### src/rtl/eth_mac_conf_ctrl.sv
// eth_mac_conf_ctrl
//   Runtime-programmable source for the 10G MAC TX/RX configuration vectors.
//   Software fills shadow registers and pulses cfg_commit. The block then waits
//   until neither user stream is mid-frame, holds both MAC enables low for
//   QUIESCE_CYCLES cycles, and finally loads the shadow contents into both
//   vectors in the same cycle.
//
// Ports
//   clk156, sys_rst_n              : MAC clock, asynchronous active-low reset
//   cfg_wr_en/cfg_addr/cfg_wr_data : shadow register write port
//   cfg_commit                     : one-cycle apply request (ignored while busy)
//   cfg_busy, cfg_err              : commit in progress / last commit timed out
//   commit_count                   : successful applies, wraps at 16 bits
//   tx_axis_*, rx_axis_*           : MAC user streams, monitored for frame boundaries
//   mac_tx/rx_configuration_vector : registered vectors to the MAC
module eth_mac_conf_ctrl #(
    parameter logic [47:0] SRC_MAC        = 48'h001122334455,
    parameter int unsigned MAX_FRAME      = 1518,
    parameter int unsigned QUIESCE_CYCLES = 16,
    parameter int unsigned TIMEOUT        = 65535
) (
    input  logic        clk156,
    input  logic        sys_rst_n,
    input  logic        cfg_wr_en,
    input  logic [1:0]  cfg_addr,
    input  logic [31:0] cfg_wr_data,
    input  logic        cfg_commit,
    output logic        cfg_busy,
    output logic        cfg_err,
    output logic [15:0] commit_count,
    input  logic        tx_axis_tvalid,
    input  logic        tx_axis_tready,
    input  logic        tx_axis_tlast,
    input  logic        rx_axis_tvalid,
    input  logic        rx_axis_tlast,
    output logic [79:0] mac_tx_configuration_vector,
    output logic [79:0] mac_rx_configuration_vector
);

    localparam int unsigned ToW = (TIMEOUT > 1) ? $clog2(TIMEOUT) : 1;
    localparam int unsigned QW  = (QUIESCE_CYCLES > 1) ? $clog2(QUIESCE_CYCLES) : 1;
    localparam logic [ToW-1:0] ToLast      = ToW'(TIMEOUT - 1);
    localparam logic [QW-1:0]  QLast       = QW'(QUIESCE_CYCLES - 1);
    localparam logic [14:0]    MaxFrameRst = 15'(MAX_FRAME);
    // {tx_dic, rx_lt_chk_dis, rx_len_chk_dis, jumbo, vlan, rx_en, tx_en}
    localparam logic [6:0]     FlagsRst    = 7'b0111111;

    typedef enum logic [1:0] {StIdle, StWaitIdle, StHold, StApply} state_e;

    // Builds one MAC configuration vector from configuration fields.
    function automatic logic [79:0] mk_vec(input logic [47:0] mac, input logic [14:0] mf,
                                           input logic [6:0] flags, input logic is_tx);
        logic [79:0] v;
        v        = '0;
        v[79:32] = mac;
        v[30:16] = mf;
        v[4]     = flags[3];
        v[2]     = flags[2];
        if (is_tx) begin
            v[10] = flags[6];
            v[1]  = flags[0];
        end else begin
            v[9]  = flags[4];
            v[8]  = flags[5];
            v[1]  = flags[1];
        end
        return v;
    endfunction

    logic [47:0]    sh_mac_q;
    logic [14:0]    sh_mf_q;
    logic [6:0]     sh_flags_q;
    logic           tx_in_frame_q, rx_in_frame_q;
    state_e         state_q;
    logic [ToW-1:0] to_cnt_q;
    logic [QW-1:0]  hold_cnt_q;
    logic           busy_q, err_q;
    logic [15:0]    count_q;
    logic [79:0]    tx_vec_q, rx_vec_q;

    // Shadow registers: writable in any state, only read in StApply.
    always_ff @(posedge clk156 or negedge sys_rst_n) begin
        if (!sys_rst_n) begin
            sh_mac_q   <= SRC_MAC;
            sh_mf_q    <= MaxFrameRst;
            sh_flags_q <= FlagsRst;
        end else if (cfg_wr_en) begin
            unique case (cfg_addr)
                2'd0: sh_mac_q[31:0]  <= cfg_wr_data;
                2'd1: sh_mac_q[47:32] <= cfg_wr_data[15:0];
                2'd2: sh_mf_q         <= cfg_wr_data[14:0];
                2'd3: sh_flags_q      <= cfg_wr_data[6:0];
            endcase
        end
    end

    // Frame trackers; a single-beat frame leaves the tracker clear.
    always_ff @(posedge clk156 or negedge sys_rst_n) begin
        if (!sys_rst_n) begin
            tx_in_frame_q <= 1'b0;
            rx_in_frame_q <= 1'b0;
        end else begin
            if (tx_axis_tvalid && tx_axis_tready) tx_in_frame_q <= !tx_axis_tlast;
            if (rx_axis_tvalid)                   rx_in_frame_q <= !rx_axis_tlast;
        end
    end

    // Commit FSM with registered outputs.
    always_ff @(posedge clk156 or negedge sys_rst_n) begin
        if (!sys_rst_n) begin
            state_q    <= StIdle;
            to_cnt_q   <= '0;
            hold_cnt_q <= '0;
            busy_q     <= 1'b0;
            err_q      <= 1'b0;
            count_q    <= '0;
            tx_vec_q   <= mk_vec(SRC_MAC, MaxFrameRst, FlagsRst, 1'b1);
            rx_vec_q   <= mk_vec(SRC_MAC, MaxFrameRst, FlagsRst, 1'b0);
        end else begin
            case (state_q)
                StIdle: begin
                    if (cfg_commit) begin
                        state_q  <= StWaitIdle;
                        busy_q   <= 1'b1;
                        err_q    <= 1'b0;
                        to_cnt_q <= '0;
                    end
                end
                StWaitIdle: begin
                    if (!tx_in_frame_q && !rx_in_frame_q) begin
                        state_q     <= StHold;
                        hold_cnt_q  <= '0;
                        // Quiesce: drop only the enables, old config otherwise kept.
                        tx_vec_q[1] <= 1'b0;
                        rx_vec_q[1] <= 1'b0;
                    end else if (to_cnt_q == ToLast) begin
                        state_q <= StIdle;
                        busy_q  <= 1'b0;
                        err_q   <= 1'b1;
                    end else begin
                        to_cnt_q <= to_cnt_q + 1'b1;
                    end
                end
                StHold: begin
                    if (hold_cnt_q == QLast) state_q <= StApply;
                    else                     hold_cnt_q <= hold_cnt_q + 1'b1;
                end
                StApply: begin
                    tx_vec_q <= mk_vec(sh_mac_q, sh_mf_q, sh_flags_q, 1'b1);
                    rx_vec_q <= mk_vec(sh_mac_q, sh_mf_q, sh_flags_q, 1'b0);
                    count_q  <= count_q + 16'd1;
                    busy_q   <= 1'b0;
                    state_q  <= StIdle;
                end
                default: state_q <= StIdle;
            endcase
        end
    end

    assign cfg_busy                    = busy_q;
    assign cfg_err                     = err_q;
    assign commit_count                = count_q;
    assign mac_tx_configuration_vector = tx_vec_q;
    assign mac_rx_configuration_vector = rx_vec_q;

endmodule

### config.mk
export PLATFORM = sky130hd
export DESIGN_NAME = eth_mac_conf_ctrl
export DESIGN_NICKNAME = d
export VERILOG_FILES = /design/src/rtl/eth_mac_conf_ctrl.sv
export SDC_FILE = /design/constraint.sdc
export NUM_CORES = 1
export LEC_CHECK = 0
export CORE_UTILIZATION = 35
export DETAILED_ROUTE_END_ITERATION = 10
export PLACE_DENSITY = 0.64
export SLEW_MARGIN = 20
export SYNTH_ARGS = -nofsm -noshare
export SYNTH_HDL_FRONTEND = slang
export SYNTH_SLANG_ARGS = --single-unit
### constraint.sdc
create_clock -name clk156 -period 2.7 [get_ports clk156]
set_input_delay 0.54 -clock clk156 [delete_from_list [all_inputs] [get_ports clk156]]
set_output_delay 0.54 -clock clk156 [all_outputs]
set_load 0.02 [all_outputs]
Word-level counts from Yosys, hierarchy flattened
Cells that the tools add are included.
Storage, ports and cells
  output and inout port bits: 178
  logic and storage cells: 80
  register bits: 247
Operators by class
  add/subtract/negate cells: 3
  muxes and demuxes: 23
  reductions and logical operators: 22
  equality and inequality tests: 16
Operators with widths (number)
  16-bit 2-to-1 mux: 3
  16-bit by 1-bit adder with 16-bit output (second input constant): 2
  16-bit case mux with 2 select lines: 1
  16-bit equality test (second input constant): 1
  2-bit inequality test (second input constant): 7
  4-bit AND reduction: 3
  2-bit AND reduction: 5
  2-bit equality test (second input constant): 4
  2-bit 2-to-1 mux: 4
  4-bit 2-to-1 mux: 2
  2-bit case mux with 4 select lines: 1
  4-bit case mux with 2 select lines: 1
  1-bit 2-to-1 mux: 7
  1-bit case mux with 2 select lines: 3
  3-bit AND reduction: 2
  2-bit nonzero test: 3
  4-bit by 1-bit adder with 4-bit output (second input constant): 1
  2-bit by 1-bit equality test with 1-bit output (second input constant): 2
  4-bit equality test (second input constant): 1
  1-bit logical NOT: 4
  2-bit logical NOT: 2
  3-bit inequality test (second input constant): 1
  1-bit case mux with 3 select lines: 1
  3-bit nonzero test: 1
  1-bit logical AND: 2

Logic depth before layout (Yosys ltp)
  word-level depth: 4
  gate-level depth with buffers: 8

Least setup slack after synthesis
OpenSTA, ideal clock, no wires.
  path type: reg2reg
  start point: reg to_cnt_q[0]
  end point: reg to_cnt_q[3]
  arrival time: 1624 ps
  stages on the path, launching flop included: 9
  data required time: 2562 ps
  period minus slack after synthesis: 1762 ps
  path slack: 938 ps
  path buffers: 1
  cells stage by stage: dfrtp_1 -> inv_1 -> ha_1 -> nand4_1 -> nor4_4 -> buf_4 -> nor3_1 -> xnor2_1 -> nor2_1
On the way
  cells in the longest elaborated chain, start to end: 4
  elaborated cells between the ends (all ways): 7
  classes of those cells: 1 x add/sub; 2 x eq/ne; 3 x mux; 1 x reduce/logical
Ends and longest elaborated chain
  start, declared: line 75  | logic [ToW-1:0] to_cnt_q;
  start signal, assigned: line 141  | to_cnt_q <= to_cnt_q + 1'b1;
  16-bit by 1-bit adder with 16-bit output: line 141
  16-bit 2-to-1 mux: line 136  | end else if (to_cnt_q == ToLast) begin
  16-bit 2-to-1 mux: line 130  | if (!tx_in_frame_q && !rx_in_frame_q) begin
  16-bit case mux with 2 select lines: line 120  | case (state_q)
Several ways; a longest one is shown, not always the timed one. The select of a mux whose other input is x is not followed.
A chain may end at the register's enable or synchronous reset.

==> results by group <==
Status
  • Status: finished clean

Clock tree
  • Clock-pin transition on the worst setup and hold timing paths: approximately 70 ps
  • Maximum level of the CTS H-tree: 4
  • Count of buffers added by post-CTS timing repair for setup: 0
  • CTS Buf Count: 17
  • Root buffer cell: sky130_fd_sc_hd__clkbuf_16
  • CTS tree: built
  • Clock sink count: 182
  • Latest clock arrival within the worst-skew pair: 430 ps
  • Maximum number of buffers from clock root to sink: 2
  • Post-CTS Hold Fix Bufs: 0
  • Resized cells post-CTS: 0

STA
  • Total count of hold-check failures in the final report: 0
  • Slew Viols, Final: 0
  • Worst Tran Pin Value: 885 ps
  • Final setup violation count: 0
  • Timing-limited maximum frequency: 470 MHz
  • Sum Neg Setup Slack: 0 ps
  • Shortest clock period the worst path allows after layout: approximately 2100 ps
  • RSZ-0062 raised after global routing: no
  • Slew HR: roughly 41%
  • Final Skew: 12.4 ps
  • Crit share post-route: roughly four fifths

Synth
  • Async S/R FF share, synth: 100%
  • Synthesized area divided by synthesized cell count: between 10 and 15 µm²
  • Post-synthesis sequential area ratio: around 58%
  • Number of synthesis warnings: 0
  • Number of library cell types mapped by synthesis: 41
  • Syn Std Cell Area: 8040 µm²
  • Leading register cell type out of synthesis: sky130_fd_sc_hd__dfrtp_1
  • Mapped Cells: between 700 and 800
  • Post-synthesis sequential element count: approximately 180
  • Top cells by area in the synthesized netlist: sky130_fd_sc_hd__dfrtp_1 (39%), sky130_fd_sc_hd__dfstp_2 (18%), sky130_fd_sc_hd__nand2_1 (11%)
  • Area fraction of the dominant cell type after synthesis: approximately two fifths
  • Cell type contributing the most total cell area after synthesis: sky130_fd_sc_hd__dfrtp_1
  • Number of synthesized flops with an enable pin: 0

Worst setup path
  • Worst Setup SP: mac_rx_configuration_vector[2]
  • Critical path cell sequence: clkdlybuf4s50_1
  • Critical Path Source Type: register
  • Cell type of the slowest stage on the worst timing path: sky130_fd_sc_hd__clkdlybuf4s50_1
  • Total number of cells along the worst setup path: 1
  • Critical Path Sink Type: output port
  • Signal arrival time at the worst endpoint: roughly 1600 ps
  • Required time at the worst-slack endpoint: roughly 2200 ps
  • Crit path buf inv count: 1
  • Startpoint of the worst register-to-register path: to_cnt_q[0]
  • Kind of cell adding the most delay to the critical path: buffers and inverters
  • R2R cell count: 8
  • Critical path class: reg -> out
  • Peak per-stage delay on the critical path: 610 ps
  • Flop2flop setup slack: 660 ps
  • Critical path peak fanout: 3
  • End of the worst register-to-register path: to_cnt_q[5]
  • Worst Setup EP: mac_tx_configuration_vector[2]

Route
  • Number of iterations in the first detailed-routing pass: 4
  • Drt wl/cell: ~15 µm
  • Violation count after the first detailed-routing iteration: between 200 and 250
  • Mean number of vias per cell: between 4 and 5
  • Vias: 5,389
  • Routed wire length: about 17,000 µm
  • DRC: 0
  • Post-route ant nets: 0

Global route
  • Vias in the first global route: 5,382
  • Remaining global-route overflow: 0
  • Overall global routing resource usage: between 10% and 20%
  • Number of antenna violations at the first check in global routing: 0
  • Largest net degree at the start of global routing: 73
  • First-pass GRT wire length: 29,200 µm

Final layout
  • Total inserted antenna cells: 0
  • Number of nets in the layout: 921
  • Area added between synthesis and finish: 29.0%
  • Share of final-layout standard cells stronger than drive strength 1: a little over 20%

Floorplanning
  • Starting Density: between 30% and 40%
  • Die Ht: between 150 and 200 µm
  • Number of cell rows: 55
  • Width of the die: 154 µm
  • Top-level port count: 221
  • Area of the die: 23,600 µm²
  • Total core area: about 23,000 µm²

Worst hold path
  • Path category of the worst min-delay check: in -> async

Power
  • Power Density: between 1000 and 1500 nW/µm²
  • Peak supply drop: between 300 and 400 µV
  • Post-layout total power: about 0.011 W
  • Leakage: about 4.5 nW

Run
  • Maximum capacitance violations: 0

Placement
  • Weighted congestion reported at the end of routability-driven placement: between 0.8 and 0.9
  • Detailed-placement wirelength estimate: between 10,000 and 15,000 µm
  • Port Buf Inserts: roughly 200
==> power by group <==
group | internal, W | leakage, nW | switching [W]
clock | 0.00139 | 0.268 | 0.00102
combinational | 0.00206 | 2.09 | 0.00228
sequential | 0.00367 | 2.18 | 0.000637
total | 0.00712 | 4.53 | 0.00393
==> registers in the layout (all words and copies together), names as in the netlist, named ones only <==
name and count:
to_cnt_q 16, state_q 1, hold_cnt_q 4, cfg_err 1, mac_rx_configuration_vector 68, sh_flags_q 7
cfg_busy 1, sh_mf_q 15, mac_tx_configuration_vector 2, commit_count 16, rx_in_frame_q 1, sh_mac_q 48
tx_in_frame_q 1
==> metrics by stage <==
step	hold WS (ps)	cell area [µm²]	setup slack [ps]	util, %	std cells
6_report	103	10400	571	45.9	1172
2_1_floorplan	244	8130	938	-	763
3_3_place_gp	437	9790	424	43.4	1140
4_1_cts	107	10400	530	45.9	1172
5_1_grt	122	10400	500	45.9	1172
3_5_place_dp	441	9790	406	43.4	1140
==> area by class of cell <==
type	count	area [µm²]
sequential	182	4620
timing repair buffer	207	2080
inverter	2	7.51
multi-input combinational	464	2720
tap	285	357
clock inverter	7	72.6
clock buffer	25	505
fill	2104	12200
==> cells by family (layout without fill, tap and decap cells) <==
group	after synthesis	count (layout)	synth area share, %
AOI/OAI and AO/OA	23	23	1.87
xor gates and xnor gates	29	29	3.16
adders and majority gates	4	4	0.623
buffers and inverters	117	241	9.98
DFF	182	182	57.5
muxes	71	71	9.93
other	1	25	0.0467
and+or+nand+nor	312	312	16.9
==> worst min-delay path by stage <==
| stage | from | endpoint | slack [ps] | cells after the start |
|---|---|---|---|---|
| finish | sys_rst_n | sh_mac_q[37] | 100 | 1 |
| global route | sys_rst_n | mac_rx_configuration_vector[37] | 120 | 1 |
| CTS | sys_rst_n | mac_rx_configuration_vector[37] | 110 | 1 |
| detailed placement | sh_mac_q[2] | mac_rx_configuration_vector[34] | 440 | 2 |
| global placement | sh_mac_q[20] | mac_rx_configuration_vector[52] | 440 | 2 |
| floorplan | sys_rst_n | async pin | 240 | 0 |
==> metal layers <==
layer | share of wire, % | track usage (%)
met4 | 1.0 | 4.14
met3 | 3.9 | 3.30
met2 | 48 | 25.8
met1 | 47 | 21.1
met5 | 0 | 0
==> synthesized netlist by cell type (3+ instances only) <==
cell type	instances
sky130_fd_sc_hd__buf_4	91
sky130_fd_sc_hd__mux2_2	70
sky130_fd_sc_hd__nor2_1	24
sky130_fd_sc_hd__nor2b_1	4
sky130_fd_sc_hd__ha_1	4
sky130_fd_sc_hd__nor3_1	6
sky130_fd_sc_hd__o21ai_0	7
sky130_fd_sc_hd__nand4_1	10
sky130_fd_sc_hd__nand2_1	231
sky130_fd_sc_hd__buf_2	5
sky130_fd_sc_hd__buf_1	4
sky130_fd_sc_hd__nor4_1	3
sky130_fd_sc_hd__xnor2_1	24
sky130_fd_sc_hd__nand3_1	12
sky130_fd_sc_hd__dfstp_2	56
sky130_fd_sc_hd__xor2_1	5
sky130_fd_sc_hd__a21oi_1	6
sky130_fd_sc_hd__clkbuf_1	13
sky130_fd_sc_hd__and3_1	4
sky130_fd_sc_hd__dfrtp_1	126
sky130_fd_sc_hd__a31oi_1	3
sky130_fd_sc_hd__nand3b_1	4
==> cells in the final DEF (no fill, tap or decap), types with 4 or more instances in the layout <==
cell type	instances
sky130_fd_sc_hd__xnor2_1	24
sky130_fd_sc_hd__a21oi_1	6
sky130_fd_sc_hd__clkdlybuf4s50_1	194
sky130_fd_sc_hd__ha_1	4
sky130_fd_sc_hd__clkbuf_8	6
sky130_fd_sc_hd__nor3_1	6
sky130_fd_sc_hd__dfrtp_1	126
sky130_fd_sc_hd__nor2b_1	4
sky130_fd_sc_hd__nand4_1	10
sky130_fd_sc_hd__buf_4	9
sky130_fd_sc_hd__xor2_1	5
sky130_fd_sc_hd__o21ai_0	7
sky130_fd_sc_hd__nor2_1	24
sky130_fd_sc_hd__mux2_2	70
sky130_fd_sc_hd__nand2_1	230
sky130_fd_sc_hd__and3_1	4
sky130_fd_sc_hd__conb_1	25
sky130_fd_sc_hd__clkinvlp_4	5
sky130_fd_sc_hd__nand3b_1	4
sky130_fd_sc_hd__nand3_1	12
sky130_fd_sc_hd__dfstp_2	56
sky130_fd_sc_hd__clkbuf_16	17
(Power assumes the default switching activity.)
